--- config.mk ---
export PLATFORM = sky130hd
export DESIGN_NAME = timer_ctrl_fsm
export DESIGN_NICKNAME = d
export VERILOG_FILES = /design/src/rtl/timer_ctrl_fsm.sv
export SDC_FILE = /design/constraint.sdc
export NUM_CORES = 1
export LEC_CHECK = 0
export BUFFER_PORTS_ARGS = -buffer_cell sky130_fd_sc_hd__buf_4
export CAP_MARGIN = 25
export CORE_MARGIN = 1
export CORE_UTILIZATION = 45
export CTS_CLUSTER_SIZE = 10
export DETAILED_ROUTE_END_ITERATION = 7
export PLACE_DENSITY_LB_ADDON = 0.1
export SLEW_MARGIN = 20
export SYNTH_ARGS = -nofsm -noshare
export SYNTH_HDL_FRONTEND = slang
export SYNTH_SLANG_ARGS = --single-unit
export TNS_END_PERCENT = 5
--- constraint.sdc ---
create_clock -name clk -period 4.2 [get_ports clk]
set_clock_uncertainty 0.05 [all_clocks]
set_input_delay 0.21 -clock clk [delete_from_list [all_inputs] [get_ports clk]]
set_output_delay 0.21 -clock clk [all_outputs]
set_load 0.01 [all_outputs]
--- src/rtl/timer_ctrl_fsm.sv ---
// Cooking-timer control FSM: drives the BCD down-counter chain (tick, load, clear),
// the heater and the end-of-cycle alarm, and ends a cook cycle on the chain's all-zero flag.
module timer_ctrl_fsm #(
   parameter int TICK_DIV     = 50000000,
   parameter int ALARM_CYCLES = 150000000
) (
   input  logic       clk,
   input  logic       clr,
   input  logic       start,
   input  logic       stop,
   input  logic       door_closed,
   input  logic       load_req,
   input  logic       zero_all,
   output logic       cnt_en,
   output logic       cnt_loadn,
   output logic       cnt_clrn,
   output logic       heater_on,
   output logic       alarm,
   output logic [2:0] state
);

   localparam int PW = $clog2(TICK_DIV);
   localparam int AW = (ALARM_CYCLES > 1) ? $clog2(ALARM_CYCLES) : 1;
   localparam logic [PW-1:0] TICK_LAST  = PW'(TICK_DIV - 1);
   localparam logic [AW-1:0] ALARM_LAST = AW'(ALARM_CYCLES - 1);

   typedef enum logic [2:0] {
      S_IDLE  = 3'd0,
      S_LOAD  = 3'd1,
      S_RUN   = 3'd2,
      S_PAUSE = 3'd3,
      S_DONE  = 3'd4
   } state_e;

   // Kept as a plain vector so the unused codes 5-7 are representable and recoverable.
   logic [2:0]    state_q, state_d;
   logic [PW-1:0] presc_q, presc_d;
   logic [AW-1:0] acnt_q,  acnt_d;
   logic          cnt_en_q,    cnt_en_d;
   logic          cnt_loadn_q, cnt_loadn_d;
   logic          cnt_clrn_q,  cnt_clrn_d;
   logic          heater_q,    heater_d;
   logic          alarm_q,     alarm_d;

   always_ff @(posedge clk) begin
      if (clr) begin
         state_q     <= S_IDLE;
         presc_q     <= '0;
         acnt_q      <= '0;
         cnt_en_q    <= 1'b0;
         cnt_loadn_q <= 1'b1;
         cnt_clrn_q  <= 1'b0;
         heater_q    <= 1'b0;
         alarm_q     <= 1'b0;
      end else begin
         state_q     <= state_d;
         presc_q     <= presc_d;
         acnt_q      <= acnt_d;
         cnt_en_q    <= cnt_en_d;
         cnt_loadn_q <= cnt_loadn_d;
         cnt_clrn_q  <= cnt_clrn_d;
         heater_q    <= heater_d;
         alarm_q     <= alarm_d;
      end
   end

   always_comb begin
      state_d    = state_q;
      presc_d    = presc_q;
      acnt_d     = acnt_q;
      cnt_en_d   = 1'b0;
      cnt_clrn_d = 1'b1;

      case (state_q)
         S_IDLE: begin
            if (stop) begin
               cnt_clrn_d = 1'b0;
            end else if (load_req) begin
               state_d = S_LOAD;
            end else if (start && door_closed && !zero_all) begin
               state_d = S_RUN;
               presc_d = '0;
            end
         end

         S_LOAD: state_d = S_IDLE;

         S_RUN: begin
            if (!door_closed || stop) begin
               state_d = S_PAUSE;
            end else if (zero_all) begin
               state_d = S_DONE;
               acnt_d  = '0;
            end else if (presc_q == TICK_LAST) begin
               // Tick lands in the next cycle; zero_all is already low here so the chain cannot wrap.
               presc_d  = '0;
               cnt_en_d = 1'b1;
            end else begin
               presc_d = presc_q + 1'b1;
            end
         end

         S_PAUSE: begin
            if (stop) begin
               cnt_clrn_d = 1'b0;
               presc_d    = '0;
               state_d    = S_IDLE;
            end else if (start && door_closed) begin
               state_d = S_RUN;
            end
         end

         S_DONE: begin
            if (stop || !door_closed || (acnt_q == ALARM_LAST)) begin
               state_d = S_IDLE;
            end else begin
               acnt_d = acnt_q + 1'b1;
            end
         end

         default: state_d = S_IDLE;
      endcase

      // Level outputs follow the state being entered, so they line up with the registered state code.
      cnt_loadn_d = (state_d != S_LOAD);
      heater_d    = (state_d == S_RUN);
      alarm_d     = (state_d == S_DONE);
   end

   assign cnt_en    = cnt_en_q;
   assign cnt_loadn = cnt_loadn_q;
   assign cnt_clrn  = cnt_clrn_q;
   assign heater_on = heater_q;
   assign alarm     = alarm_q;
   assign state     = state_q;

endmodule

After elaboration in Yosys (flattened, before gate mapping)
Cells that the tools add are included.
- flip-flop bits (word level): 62
- bits of input ports: 7
- output and inout bits: 8
- logic and storage cells: 64
- add/subtract/negate cells: 2
- equality and inequality tests: 16
- muxes and demuxes: 24
- bitwise gates (word level): 1
- reductions and logical operators: 13
- operator list (kind ; count):
    $mux 26 ; 7
    $mux 28 ; 3
    $pmux 26 s3 ; 1
    $pmux 28 s2 ; 1
    $add 28x1->28 const B ; 1
    $eq 28x28->1 const B ; 1
    $add 26x1->26 const B ; 1
    $eq 26x26->1 const B ; 1
    $mux 3 ; 8
    $ne 2x2->1 const B ; 8
    $pmux 3 s4 ; 1
    $eq 3x2->1 const B ; 3
    $reduce_and 7->1 ; 1
    $eq 3x3->1 const B ; 2
    $reduce_and 4->1 ; 1
    $reduce_or 4->1 ; 1
    $logic_not 3->1 ; 1
    $mux 1 ; 3
    $ne 3x1->1 const B ; 1
    $reduce_bool 3->1 ; 1
    $logic_and 1x1->1 ; 2
    $logic_not 1->1 ; 2
    $logic_or 1x1->1 ; 2
    $reduce_bool 2->1 ; 1
    2 further kinds ; 2

Logic depth before layout (Yosys ltp)
- word-level depth: 7
- gate-level depth with buffers: 8
- mapped depth without buffers: 5

Least setup slack after synthesis
Ideal clock, no wire load.
- path kind: reg2reg
- from: register state_q[1], in the netlist state[1]
- to: register acnt_q[25]
- setup time: 0.071 ns
- arrival: 2.057 ns
- data required time: 4.079 ns
- slack: 2.022 ns
- cell stages (with the launch flop): 9
- buffers on the path: 3
- period minus slack after synthesis: 2.178 ns
- cells stage by stage: dfxtp_1 buf_2 or3b_1 buf_4 nor4_4 o2111ai_1 buf_2 or3_1 a21oi_1
- cells in the longest elaborated chain, start to end: 3
- elaborated cells between the ends (all ways): 8
- those cells by class: eq/ne (5); mux (1); reduce/logical (2)
- RTL lines (item ; line ; source):
    start: declaration ; 36 ; logic [2:0] state_q, state_d;
    start signal: assignment ; 56 ; state_q <= state_d;
    $eq 3x3->1 or $eq 3x2->1 (tied branches) ; 74 ; case (state_q)
    $ne 2x2->1 (no line) or $reduce_bool 2->1 (tied branches) ; n/a ;
    $reduce_and 4->1 (no line) ; n/a ;
    end signal: assignment ; 58 ; acnt_q <= acnt_d;
    end: declaration ; 38 ; logic [AW-1:0] acnt_q, acnt_d;
Several ways; a longest one is shown, not always the timed one.
A chain may end at the register's enable or synchronous reset.

Worst setup path after layout
- from: register state_q[1], in the netlist state[1]
- to: register acnt_q[15]
Same word-level chain as after synthesis.

==> run_results.csv <==
group,metric,value,unit
cts,cts.sinks,62,
synthesis,syn_nets,389,
critical_path,endpoint_kind,"flop",
global_route,grt_usage,0.211,
global_route,grt_pass1_vias,2624,
die,die_x,85.9,um
critical_path,arrival,2.81,ns
synthesis,yosys.area.top_type,"dfxtp_1",
critical_path,critPathRequiredTime,4.38,ns
route,wl_per_cell,14.2,um
critical_path,startpoint_type,"flop",
critical_path,crit_path_top_delay_cell,"a211oi_1",
global_route,grt_remaining_overflow,0,
cts,cts_buffers,9,
placement,dp_cells,477,
cts,cts_root_buf,"clkbuf_8",
timing,setup_viol,0,
layout,drive_gt1_frac,0.0987,
power_and_ir_drop,p_per_area,322,nW/um^2
min_path,hp-class,"input pin to flop",
timing,rsz0062_at_grt,"false",
synthesis,avgSynthCellArea,8.33,um^2
timing,period_needed,2.62,ns
cts,cts-hold-fix-buffers,0,
timing,max_freq,381,MHz
cts,clkSlewWorstSetupHoldPaths,0.07,ns
run_status,status,"completed",
power_and_ir_drop,p_total,1.13,mW
global_route,grt_pass1_wl,12300,um
critical_path,crit_family,"compound AO/OA/AOI/OAI gates",
cts,h-tree-depth,3,
cts,clockBufferDepth,2,
route,ant_nets,0,
power_and_ir_drop,vdd_drop_max,0.203,mV
route,vias_per_cell,5.76,
timing,min_period_over_period,0.624,
die,io_pins,15,
synthesis,yosysTopAreaCellShare,0.392,
synthesis,synth_top_flop_cell,"dfxtp_1",
synthesis,synth-edff-count,0,
timing,worstMarginPinSlew,0.870,ns
cts,cts_setup_buffers,0,
route,drc,0,
placement,io_buffers,14,
global_route,antenna_found_initial,0,
layout,num-nets-final,401,
critical_path,startpoint,"state[1]$_SDFF_PP0_",
cts,cts_resized,0,
global_route,grt_start_max_net_pins,26,
timing,slew_violations,0,
layout,nFillCells,656,
layout,layout.cells.non_filler,491,
die,dieArea,7370,um^2
critical_path,crit_buf_inv,0,
min_path,worstHoldStart,"clr",
layout,n_antenna_cell,0,
layout,area_growth,11.2,%
synthesis,yosysUniqueCellTypes,55,
timing,relSlewSlack,0.417,
critical_path,cp_cell_sequence,"nor3b_1, nand3_1, a211oi_1, a31oi_1, a41o_1",
synthesis,netlist_top_cells_area,"dfxtp_1 (39%), nand4_1 (4.3%), a21oi_1 (4.3%)",
route,drt_wl_total,7000,um
cts,clk_latency,0.34,ns
timing,fin_setup_tns,0,ns
timing,setup_ws,1.58,ns
die,rows,30,
synthesis,synthArstFlopShare,0,
placement,dp_slack,1.64,ns
placement,dp_hpwl,4940,um
layout,mostFrequentLayoutCells,"dfxtp_1 (62), nor2_1 (35), nand2_1 (32), a21oi_1 (27)",
synthesis,ys_warn_count,0,
critical_path,path_max_fanout,14,
die,core,6790,um^2
critical_path,criticalPathCategory,"flop to flop",
die,chipHeight,85.9,um
synthesis,syn_area,3160,um^2
job,drv_cap,0,
power_and_ir_drop,leakagePower,1.19,nW
timing,whs,0.0663,ns
synthesis,synthCells,380,
timing,hold_viol,0,
die,initial_core_util,0.466,
route,first_iter_violations,125,
placement,routabilityCongestion,0.779,
route,dr.pass1.iters,4,
cts,cts_tree,"yes",
critical_path,regToRegStartpoint,"state[1]$_SDFF_PP0_",
layout,layout_commonest_cell,"dfxtp_1",
synthesis,yosysSeqAreaShare,0.392,
synthesis,ys_seq_elements,62,
critical_path,slowest_delay,0.85,ns
route,num_vias,2827,
-- logic make-up after synthesis --
logic type	after synthesis	share of synthesized area
buffers and inverters	23	0.0308
AO/OA/AOI/OAI	87	0.183
flip-flops	62	0.392
XOR/XNOR	18	0.0498
adder cells (fa/ha/maj)	2	0.00791
multiplexers	3	0.00949
AND/OR/NAND/NOR	185	0.327
-- report_power, final --
part	switching, mW	internal (mW)
logic	0.0429	0.0212
registers	0.00364	0.591
clock network	0.219	0.255
-- final timing paths --
check | depth (start not counted) | slack (ns) | to
worst max-delay path | 5 | 1.58 | acnt_q[15]$_SDFFE_PP0P_
worst min-delay path | 2 | 0.07 | presc_q[6]$_SDFFE_PP0P_
worst max register to register | 5 | 1.58 | acnt_q[15]$_SDFFE_PP0P_
worst min register to register | 2 | 0.42 | acnt_q[5]$_SDFFE_PP0P_
-- flip-flops by register name, indices dropped and copies added (netlist names) --
name,flops
cnt_loadn,1
state,3
cnt_clrn,1
alarm,1
heater_on,1
cnt_en,1
acnt_q,28
presc_q,26
-- synthesized netlist by cell type (all sizes together) (2+ instances only) --
cell	instances
dfxtp	62
nor2	35
nand2	32
a21oi	27
o21ai	24
nand4	22
nand3	17
or3	17
xor2	13
and3	10
and2	9
clkbuf	9
buf	8
o2111ai	8
a31oi	6
and4	6
inv	6
nor3	6
nor4	6
nand2b	5
xnor2	5
or4	4
a211oi	3
a221oi	3
mux2i	3
nand4b	3
o211ai	3
o31ai	3
a2111o	2
a31o	2
ha	2
nor2b	2
nor3b	2
or2	2
or4b	2
-- metrics by stage --
stage | utilization | cell area, um^2
5_1_grt | 0.518 | 3520
2_1_floorplan | - | 3160
4_1_cts | 0.518 | 3520
6_report | 0.518 | 3520
3_3_place_gp | 0.492 | 3340
3_5_place_dp | 0.492 | 3340
-- layer usage --
metal  track usage  vias to the layer above  part of all wire
met5             0                        -                 0
met4         0.108                        0             0.021
met3        0.0375                       11             0.027
met2         0.342                       45              0.48
met1         0.270                     1322              0.47
li1              -                     1449                 -
-- cell type report --
type / count / area, um^2 / share of cell area
inverter: 6 / 22.5 / 0.00640
tap: 96 / 120 / 0.0341
multi-input combinational: 295 / 1830 / 0.519
clock inverter: 1 / 5.00 / 0.00142
timing repair buffer: 18 / 135 / 0.0384
clock buffer: 13 / 169 / 0.0480
sequential: 62 / 1240 / 0.353
(Power assumes the default switching activity.)
